--- src/rtl/exe_stage.sv ---
// -----------------------------------------------------------------------------
// exe_stage : execute stage of the MiniMIPS32 five-stage pipeline.
//
// Computes the write-back value (or memory address) for the instruction held in
// the ID/EXE register, the {HI,LO} update for MULT/DIV, and requests a pipeline
// stall while a multi-cycle signed division is running.
//
// Ports
//   cpu_clk_50M, cpu_rst_n     : clock, asynchronous active-low reset
//   exe_alutype_i/exe_aluop_i  : operation class / opcode from decode
//   exe_src1_i/exe_src2_i      : operands (src1 is the shift amount for SLL)
//   exe_wa_i/wreg/mreg/whilo   : destination and write-enable controls
//   exe_din_i, exe_retaddr_i   : store data, link address (PC+8)
//   hi_i/lo_i                  : architectural HI/LO
//   mem2exe_*/wb2exe_*         : in-flight HI/LO writes for forwarding
//   exe_*_o                    : results and passthroughs to MEM (and decode)
//   stallreq_exe               : stall request while DIV is busy
//
// Handshake: stallreq_exe=1 means "hold the ID/EXE inputs stable"; the stage
// consumes an instruction in any cycle where stallreq_exe=0.
//
// All outputs are combinational and forced to 0 while cpu_rst_n is low.
// -----------------------------------------------------------------------------
module exe_stage #(
  parameter int DIV_CYCLES = 32
) (
  input  logic        cpu_clk_50M,
  input  logic        cpu_rst_n,
  input  logic [2:0]  exe_alutype_i,
  input  logic [7:0]  exe_aluop_i,
  input  logic [31:0] exe_src1_i,
  input  logic [31:0] exe_src2_i,
  input  logic [4:0]  exe_wa_i,
  input  logic        exe_wreg_i,
  input  logic        exe_mreg_i,
  input  logic        exe_whilo_i,
  input  logic [31:0] exe_din_i,
  input  logic [31:0] exe_retaddr_i,
  input  logic [31:0] hi_i,
  input  logic [31:0] lo_i,
  input  logic        mem2exe_whilo,
  input  logic [63:0] mem2exe_hilo,
  input  logic        wb2exe_whilo,
  input  logic [63:0] wb2exe_hilo,
  output logic [7:0]  exe_aluop_o,
  output logic [4:0]  exe_wa_o,
  output logic        exe_wreg_o,
  output logic        exe_mreg_o,
  output logic [31:0] exe_wd_o,
  output logic [31:0] exe_din_o,
  output logic        exe_whilo_o,
  output logic [63:0] exe_hilo_o,
  output logic        stallreq_exe
);

  // Operation classes
  localparam logic [2:0] T_ARITH = 3'd1;
  localparam logic [2:0] T_LOGIC = 3'd2;
  localparam logic [2:0] T_MOVE  = 3'd3;
  localparam logic [2:0] T_SHIFT = 3'd4;
  localparam logic [2:0] T_JUMP  = 3'd5;

  // Opcodes
  localparam logic [7:0] OP_ADD   = 8'h18;
  localparam logic [7:0] OP_ADDIU = 8'h19;
  localparam logic [7:0] OP_SUBU  = 8'h1B;
  localparam logic [7:0] OP_AND   = 8'h1C;
  localparam logic [7:0] OP_ORI   = 8'h1D;
  localparam logic [7:0] OP_SLT   = 8'h26;
  localparam logic [7:0] OP_SLTIU = 8'h27;
  localparam logic [7:0] OP_MULT  = 8'h14;
  localparam logic [7:0] OP_DIV   = 8'h16;
  localparam logic [7:0] OP_MFHI  = 8'h0C;
  localparam logic [7:0] OP_MFLO  = 8'h0D;
  localparam logic [7:0] OP_SLL   = 8'h11;
  localparam logic [7:0] OP_LUI   = 8'h05;
  localparam logic [7:0] OP_LB    = 8'h90;
  localparam logic [7:0] OP_LW    = 8'h92;
  localparam logic [7:0] OP_SB    = 8'h98;
  localparam logic [7:0] OP_SW    = 8'h9A;

  localparam int CW = $clog2(DIV_CYCLES) + 1;

  typedef enum logic [1:0] {
    DIV_IDLE = 2'd0,
    DIV_RUN  = 2'd1,
    DIV_DONE = 2'd2
  } div_state_t;

  // ---------------------------------------------------------------------------
  // Divider state and datapath registers
  // ---------------------------------------------------------------------------
  div_state_t    r_state;
  div_state_t    w_next_state;
  logic [31:0]   r_rem;      // partial remainder (magnitude)
  logic [31:0]   r_quo;      // dividend bits shift out the top, quotient bits shift in
  logic [31:0]   r_divisor;  // |divisor|
  logic          r_q_neg;    // quotient must be negated at the end
  logic          r_r_neg;    // remainder takes the dividend's sign
  logic [CW-1:0] r_cnt;

  logic          w_is_div;
  logic          w_div_start;
  logic          w_div_zero;
  logic          w_div_step;
  logic          w_div_done;
  logic          w_div_stall;

  assign w_is_div = (exe_aluop_i == OP_DIV);

  // FSM state register
  always_ff @(posedge cpu_clk_50M or negedge cpu_rst_n) begin
    if (!cpu_rst_n) begin
      r_state <= DIV_IDLE;
    end else begin
      r_state <= w_next_state;
    end
  end

  // FSM next-state and control
  always_comb begin
    w_next_state = r_state;
    w_div_start  = 1'b0;
    w_div_zero   = 1'b0;
    w_div_step   = 1'b0;
    w_div_done   = 1'b0;
    w_div_stall  = 1'b0;
    case (r_state)
      DIV_IDLE: begin
        if (w_is_div) begin
          w_div_stall = 1'b1;
          if (exe_src2_i == 32'd0) begin
            w_div_zero   = 1'b1;
            w_next_state = DIV_DONE;
          end else begin
            w_div_start  = 1'b1;
            w_next_state = DIV_RUN;
          end
        end
      end
      DIV_RUN: begin
        if (!w_is_div) begin
          // Instruction replaced under us (flush): drop the division.
          w_next_state = DIV_IDLE;
        end else begin
          w_div_stall = 1'b1;
          w_div_step  = 1'b1;
          if (r_cnt == CW'(DIV_CYCLES - 1)) begin
            w_next_state = DIV_DONE;
          end
        end
      end
      DIV_DONE: begin
        w_div_done   = w_is_div;
        w_next_state = DIV_IDLE;
      end
      default: begin
        w_next_state = DIV_IDLE;
      end
    endcase
  end

  // Operand magnitudes; 0x80000000 maps to itself, which is the right unsigned value.
  logic [31:0] w_abs1;
  logic [31:0] w_abs2;
  assign w_abs1 = exe_src1_i[31] ? (32'd0 - exe_src1_i) : exe_src1_i;
  assign w_abs2 = exe_src2_i[31] ? (32'd0 - exe_src2_i) : exe_src2_i;

  // One restoring step: bring down the next dividend bit and try a subtract.
  logic [32:0] w_partial;
  logic        w_fits;
  logic [31:0] w_diff;
  logic [31:0] w_rem_next;
  logic [31:0] w_quo_next;

  assign w_partial  = {r_rem, r_quo[31]};
  assign w_fits     = (w_partial >= {1'b0, r_divisor});
  // When the subtract fits, the difference is below the divisor, so 32 bits hold it.
  assign w_diff     = w_partial[31:0] - r_divisor;
  assign w_rem_next = w_fits ? w_diff : w_partial[31:0];
  assign w_quo_next = {r_quo[30:0], w_fits};

  always_ff @(posedge cpu_clk_50M or negedge cpu_rst_n) begin
    if (!cpu_rst_n) begin
      r_rem     <= '0;
      r_quo     <= '0;
      r_divisor <= '0;
      r_q_neg   <= 1'b0;
      r_r_neg   <= 1'b0;
      r_cnt     <= '0;
    end else if (w_div_start) begin
      r_rem     <= '0;
      r_quo     <= w_abs1;
      r_divisor <= w_abs2;
      r_q_neg   <= exe_src1_i[31] ^ exe_src2_i[31];
      r_r_neg   <= exe_src1_i[31];
      r_cnt     <= '0;
    end else if (w_div_zero) begin
      // Divide by zero: preload the fixed result so DONE needs no special case.
      r_rem     <= exe_src1_i;
      r_quo     <= 32'hFFFF_FFFF;
      r_divisor <= '0;
      r_q_neg   <= 1'b0;
      r_r_neg   <= 1'b0;
      r_cnt     <= '0;
    end else if (w_div_step) begin
      r_rem     <= w_rem_next;
      r_quo     <= w_quo_next;
      r_cnt     <= r_cnt + CW'(1);
    end
  end

  logic [31:0] w_div_lo;
  logic [31:0] w_div_hi;
  assign w_div_lo = r_q_neg ? (32'd0 - r_quo) : r_quo;
  assign w_div_hi = r_r_neg ? (32'd0 - r_rem) : r_rem;

  // ---------------------------------------------------------------------------
  // Single-cycle signed multiply
  // ---------------------------------------------------------------------------
  logic signed [63:0] w_prod;
  assign w_prod = $signed(exe_src1_i) * $signed(exe_src2_i);

  // ---------------------------------------------------------------------------
  // HI/LO forwarding: youngest in-flight writer wins
  // ---------------------------------------------------------------------------
  logic [31:0] w_hi_fwd;
  logic [31:0] w_lo_fwd;

  always_comb begin
    w_hi_fwd = hi_i;
    w_lo_fwd = lo_i;
    if (mem2exe_whilo) begin
      w_hi_fwd = mem2exe_hilo[63:32];
      w_lo_fwd = mem2exe_hilo[31:0];
    end else if (wb2exe_whilo) begin
      w_hi_fwd = wb2exe_hilo[63:32];
      w_lo_fwd = wb2exe_hilo[31:0];
    end
  end

  // ---------------------------------------------------------------------------
  // Write-back value / effective address
  // ---------------------------------------------------------------------------
  logic [31:0] w_wd;

  always_comb begin
    w_wd = '0;
    case (exe_alutype_i)
      T_ARITH: begin
        case (exe_aluop_i)
          OP_ADD, OP_ADDIU, OP_LB, OP_LW, OP_SB, OP_SW:
            w_wd = exe_src1_i + exe_src2_i;
          OP_SUBU:  w_wd = exe_src1_i - exe_src2_i;
          OP_SLT:   w_wd = {31'd0, ($signed(exe_src1_i) < $signed(exe_src2_i))};
          OP_SLTIU: w_wd = {31'd0, (exe_src1_i < exe_src2_i)};
          default:  w_wd = '0;
        endcase
      end
      T_LOGIC: begin
        case (exe_aluop_i)
          OP_AND:  w_wd = exe_src1_i & exe_src2_i;
          OP_ORI:  w_wd = exe_src1_i | exe_src2_i;
          OP_LUI:  w_wd = exe_src2_i;
          default: w_wd = '0;
        endcase
      end
      T_MOVE: begin
        case (exe_aluop_i)
          OP_MFHI: w_wd = w_hi_fwd;
          OP_MFLO: w_wd = w_lo_fwd;
          default: w_wd = '0;
        endcase
      end
      T_SHIFT: begin
        if (exe_aluop_i == OP_SLL) begin
          w_wd = exe_src2_i << exe_src1_i[4:0];
        end
      end
      T_JUMP:  w_wd = exe_retaddr_i;
      default: w_wd = '0;
    endcase
  end

  // ---------------------------------------------------------------------------
  // HI/LO result
  // ---------------------------------------------------------------------------
  logic        w_whilo;
  logic [63:0] w_hilo;

  always_comb begin
    w_whilo = exe_whilo_i;
    w_hilo  = '0;
    if (w_is_div) begin
      // DIV only commits HI/LO in its DONE cycle.
      w_whilo = w_div_done;
      if (w_div_done) begin
        w_hilo = {w_div_hi, w_div_lo};
      end
    end else if (exe_aluop_i == OP_MULT) begin
      w_hilo = w_prod;
    end
  end

  // ---------------------------------------------------------------------------
  // Outputs, all held at 0 while reset is asserted
  // ---------------------------------------------------------------------------
  assign exe_aluop_o  = cpu_rst_n ? exe_aluop_i   : '0;
  assign exe_wa_o     = cpu_rst_n ? exe_wa_i      : '0;
  assign exe_wreg_o   = cpu_rst_n ? exe_wreg_i    : 1'b0;
  assign exe_mreg_o   = cpu_rst_n ? exe_mreg_i    : 1'b0;
  assign exe_din_o    = cpu_rst_n ? exe_din_i     : '0;
  assign exe_wd_o     = cpu_rst_n ? w_wd          : '0;
  assign exe_whilo_o  = cpu_rst_n ? w_whilo       : 1'b0;
  assign exe_hilo_o   = cpu_rst_n ? w_hilo        : '0;
  assign stallreq_exe = cpu_rst_n ? w_div_stall   : 1'b0;

endmodule

--- config.mk ---
export PLATFORM = sky130hd
export DESIGN_NAME = exe_stage
export DESIGN_NICKNAME = d
export VERILOG_FILES = /design/src/rtl/exe_stage.sv
export SDC_FILE = /design/constraint.sdc
export NUM_CORES = 2
export LEC_CHECK = 0
export ABC_AREA = 0
export BUFFER_PORTS_ARGS = -buffer_cell sky130_fd_sc_hd__buf_2
export CELL_PAD_IN_SITES_DETAIL_PLACEMENT = 2
export CELL_PAD_IN_SITES_GLOBAL_PLACEMENT = 2
export CORE_MARGIN = 2
export CORE_UTILIZATION = 38
export CTS_BUF_LIST = sky130_fd_sc_hd__clkbuf_2 sky130_fd_sc_hd__clkbuf_4 sky130_fd_sc_hd__clkbuf_8
export DETAILED_ROUTE_END_ITERATION = 10
export GPL_ROUTABILITY_DRIVEN = 0
export PLACE_DENSITY = 0.94
export RECOVER_POWER = 50
export SLEW_MARGIN = 25
export SYNTH_ARGS = -nofsm -noshare
export SYNTH_HDL_FRONTEND = slang
export SYNTH_SLANG_ARGS = --single-unit
--- constraint.sdc ---
create_clock -name cpu_clk_50M -period 17.7 [get_ports cpu_clk_50M]
set_input_delay 3.54 -clock cpu_clk_50M [delete_from_list [all_inputs] [get_ports cpu_clk_50M]]
set_output_delay 3.54 -clock cpu_clk_50M [all_outputs]
set_load 0.02 [all_outputs]
==> results of run 1 <==
Yosys cell counts (all sizes together), types with 12 or more instances:
| library cell | number | area, sq um |
|---|---|---|
| and3 | 16 | 100 |
| nor4 | 27 | 181 |
| nor2 | 684 | 2570 |
| a21o | 63 | 473 |
| o41ai | 20 | 194 |
| xnor2 | 137 | 1200 |
| dfrtp | 106 | 2650 |
| inv | 1079 | 4050 |
| a22oi | 43 | 323 |
| or3 | 28 | 190 |
| xor2 | 85 | 744 |
| nand3 | 52 | 260 |
| a21oi | 245 | 1230 |
| mux2i | 84 | 841 |
| nand2b | 25 | 156 |
| o211ai | 39 | 293 |
| o221ai | 34 | 298 |
| mux4 | 17 | 383 |
| nand2 | 837 | 3140 |
| o21a | 16 | 120 |
| a211oi | 41 | 308 |
| fa | 1085 | 21700 |
| nor3 | 52 | 265 |
| a31oi | 42 | 263 |
| ha | 318 | 3980 |
| a221o | 18 | 180 |
| o31ai | 52 | 404 |
| o2111ai | 12 | 105 |
| and2 | 84 | 526 |
| or2 | 18 | 113 |
| o21ai | 301 | 1520 |
| o21bai | 36 | 270 |
| nand4 | 31 | 194 |
| nor2b | 21 | 131 |
| clkinv | 24 | 90.1 |
| clkbuf | 297 | 1110 |
| buf | 121 | 468 |
| o22ai | 130 | 813 |
| a221oi | 26 | 234 |
| or4 | 18 | 143 |
cell families after synthesis:
family          count (synthesis)
simple gates                 1909
xor+xnor                      222
mux                           111
flops                         106
compound gates               1202
fa+ha+maj                    1403
buf+inv                      1521
routing by layer:
layer / overflow / global-route usage, %
met1: 1 / 61.3
met2: 16 / 77.2
met3: 0 / 47.8
met4: 13 / 60.0
met5: 0 / 21.3
through the flow:
| stage | utilization (%) | instance area, sq um | instances |
|---|---|---|---|
| after CTS | 41.5 | 57800 | 8583 |
| after global placement | 41.3 | 57600 | 8567 |
| after detailed placement | 41.3 | 57600 | 8567 |
| after floorplan | - | 53200 | 6474 |
==> qor.csv, run 1 <==
metric;value;unit
synthCells;6474;
start_util;38.2;%
yosys_warnings;0;
synth_top_family_by_area;adder cells;
netlist_area;53200;sq um
synth_edf_count;0;
cts_resized;0;
cts_root_buf;clkbuf_8;
die_y;378;microns
overflow;30;
synth_compound_area_share;14.6;%
muxShareOfSynthArea;2.51;%
grt_pass1_vias;72600;
rows;137;
die_w;378;microns
ys_seq_area_share;4.98;%
ys.flop_type;dfrtp_1;
run.stop_error;[ERROR GRT-0116] Global routing finished with congestion. Check the congestion regions in the DRC Viewer.;
dpl_worst_slack;0.490;ns
dp_hpwl;291000;microns
syn_area_per_cell;8.22;sq um
cts_setup_buffers;0;
synthArstFlopShare;100;%
synth-adder-area-share;48.3;%
io_pins;488;
cts_buffers;9;
synthXorXnorAreaFrac;3.65;%
status;aborted with a tool error;
synth-seq-cells;106;
io_buffers;487;
cts_hold_buf;0;
grt_usage;61.6;%
htreeDepth;3;
haltStage;global routing (5_1_grt);
synth-simple-area-share;15.2;%
synth.distinct_cells;83;
grt_max_degree;103;
clockBufferDepth;2;
grt_pass1_wl;607000;microns
cts_num_sinks;106;
synth_fp_nets;8220;
==> run 2, diff against run 1 <==
==> config.mk (replaced) <==
export PLATFORM = sky130hd
export DESIGN_NAME = exe_stage
export DESIGN_NICKNAME = d
export VERILOG_FILES = /design/src/rtl/exe_stage.sv
export SDC_FILE = /design/constraint.sdc
export NUM_CORES = 2
export LEC_CHECK = 0
export ABC_AREA = 0
export BUFFER_PORTS_ARGS = -buffer_cell sky130_fd_sc_hd__buf_2
export CORE_MARGIN = 2
export CORE_UTILIZATION = 35
export DETAILED_ROUTE_END_ITERATION = 10
export GPL_ROUTABILITY_DRIVEN = 0
export PLACE_DENSITY_LB_ADDON = 0.15
export RECOVER_POWER = 50
export SLEW_MARGIN = 25
export SYNTH_ARGS = -nofsm -noshare
export SYNTH_HDL_FRONTEND = slang
export SYNTH_SLANG_ARGS = --single-unit
==> run 2 against run 1 <==
Against the previous run: the flow now finishes, with violations (max-capacitance violations, max-slew violations); synthesized area unchanged; synthesized cell count unchanged.
==> qor.csv, run 2 <==
metric;value;unit;change
synth_commonest_cells;fa_1, inv_1, nand2_1, nor2_1, ha_1;;unchanged
grt_usage;30.7;%;
hold_ws;0.491;ns;
netlist_area;53200;sq um;unchanged
critPathSlowestCell;inv_1;;
antenna_left;0;;
cts_buffers;9;;unchanged
synth_edf_count;0;;unchanged
slew-limit-headroom;-171;%;
tightest_slew;4.07;ns;
synth-seq-cells;106;;unchanged
syn_area_per_cell;8.22;sq um;unchanged
crit_required;14.16;ns;
clk_latency;0.39;ns;
core_area;152000;sq um;
synth.distinct_cells;83;;unchanged
final_cell_mix;fa_1, inv_1, nand2_1;;
die_w;394;microns;was 378 microns
cts_resized;0;;unchanged
synth_most_common_cell;fa_1;;unchanged
dpl_worst_slack;1.31;ns;was 0.490 ns
final_core_util;38.4;%;
fin_skew;0.0167;ns;
layout_commonest_cell;fa_1;;
overflow;0;;
cp_max_fo;20;;
critPathMostFrequentCell;fa_1;;
fmax;60.3;MHz;
cp_num_buf_inv;6;;
path_class;in -> out;;
cts_setup_buffers;0;;unchanged
vias;49700;;
synthTopCellsByArea;fa_1, inv_1, ha_1, nand2_1, dfrtp_1;;unchanged
htreeDepth;3;;unchanged
failed_checks;max-capacitance violations, max-slew violations;;
die-area;155000;sq um;
tns;0;ns;
cts_hold_buf;0;;unchanged
fin_crit;16.58;ns;
max_stage_delay;0.76;ns;
grt_max_degree;101;;
synthArstFlopShare;100;%;unchanged
drtIter0Drc;5440;;
rsz0062_at_grt;false;;
status;complete, but fails checks;;was aborted with a tool error
cp.arrival;13.04;ns;
layout.nets;8456;;
ys_seq_area_share;4.98;%;unchanged
wire_per_inst;27.6;microns;
io_buffers;487;;unchanged
finalCritPeriodShare;93.7;%;
rows;143;;was 137
yosys_warnings;0;;unchanged
setup_slack;1.12;ns;
dp_hpwl;196000;microns;was 291000 microns
firstDrtPassIters;6;;
cts_root_buf;clkbuf_16;;was clkbuf_8
timing.final.max_slew_violations;431;;
cts_num_sinks;106;;unchanged
crit_path_start_kind;primary input;;
reg_top3;r_divisor x32, r_quo x32, r_rem x32;;
hp-class;reg -> reg;;
cap_violations;7;;
synthCells;6474;;unchanged
clockBufferDepth;2;;unchanged
ys.flop_type;dfrtp_1;;unchanged
viasPerCell;5.68;;
synth_fp_nets;8220;;unchanged
yosysTopAreaCell;fa_1;;unchanged
areaGrowthSynthToFinish;9.29;%;
synth_top_area_share;40.8;%;unchanged
drc;0;;
clk_pin_slew;0.09;ns;
drive_gt1_share;10.8;%;
path_delay_family;adder cells;;
start_util;35.1;%;was 38.2%
die_y;394;microns;was 378 microns
grt_pass1_wl;349000;microns;
wl;242000;microns;
cp-end-kind;output port;;
tritoncts;yes;;
grt_pass1_vias;50000;;
io_pins;488;;unchanged
antenna_found_initial;20;;
hold_violations;0;;
setup_violations;0;;
run 2: final timing paths:
check / from / endpoint / slack [ns] / depth (start not counted)
worst max register to register: r_state[1]$_DFFE_PN0P_ / r_rem[22]$_DFFE_PN0P_ / 12.39 / 4
max in group asynchronous: cpu_rst_n / r_r_neg$_DFFE_PN0P_ / 6.27 / 3
worst max-delay path: exe_src1_i[19] / exe_hilo_o[62] / 1.12 / 26
worst min-delay path: r_divisor[20]$_DFFE_PN0P_ / r_divisor[20]$_DFFE_PN0P_ / 0.49 / 2
worst min register to register: r_divisor[20]$_DFFE_PN0P_ / r_divisor[20]$_DFFE_PN0P_ / 0.49 / 2
min in group asynchronous: cpu_rst_n / r_quo[19]$_DFFE_PN0P_ / 3.88 / 1
run 2: cell families (layout without fill, tap and decap cells):
kind of cell	after synthesis	count (layout)	share of synthesized area (%)
AO/OA/AOI/OAI	1202	1202	14.6
buffers and inverters	1521	1762	10.7
AND/OR/NAND/NOR	1909	1909	15.2
multiplexers	111	111	2.51
other	0	14	0
flip-flops	106	106	4.98
XOR/XNOR	222	222	3.65
adder cells (fa/ha/maj)	1403	1403	48.3
run 2: worst register-to-register path: cells and delay by family, from the launching register on:
family          cells  cell delay [ns]
simple gates        2             2.44
buf+inv             1             1.86
flops               1             0.53
compound gates      1             0.36
run 2: final cells by class:
cell class	instances	area (sq um)
diodes	14	35.0
well taps	2030	2540
multi-input cells	4847	44900
clock inverters	7	95.1
repair buffers	643	3590
clock buffers	9	225
flip-flops and latches	106	2660
fillers	15900	93400
inverters	1103	4140
run 2: per-stage QoR:
step,cells,instance area [sq um]
final,8759,58200
after global routing,8751,58200
after CTS,8745,58200
after detailed placement,8729,57900
after global placement,8729,57900
after floorplan,6474,53200
run 2: metal layers:
metal / share of wire [%] / wire [microns] / vias to the layer above / track usage (%)
met5: 0.014 / 35 / - / 0
met4: 5.3 / 12800 / 6 / 13.5
met3: 8.3 / 20000 / 487 / 5.10
met2: 47 / 114000 / 2443 / 50.2
met1: 39 / 95100 / 25700 / 40.1
li1: - / - / 21100 / -
Power of run 2 is not shown: default switching activity piles up to over one toggle a cycle in this logic, so the estimate is an artifact.
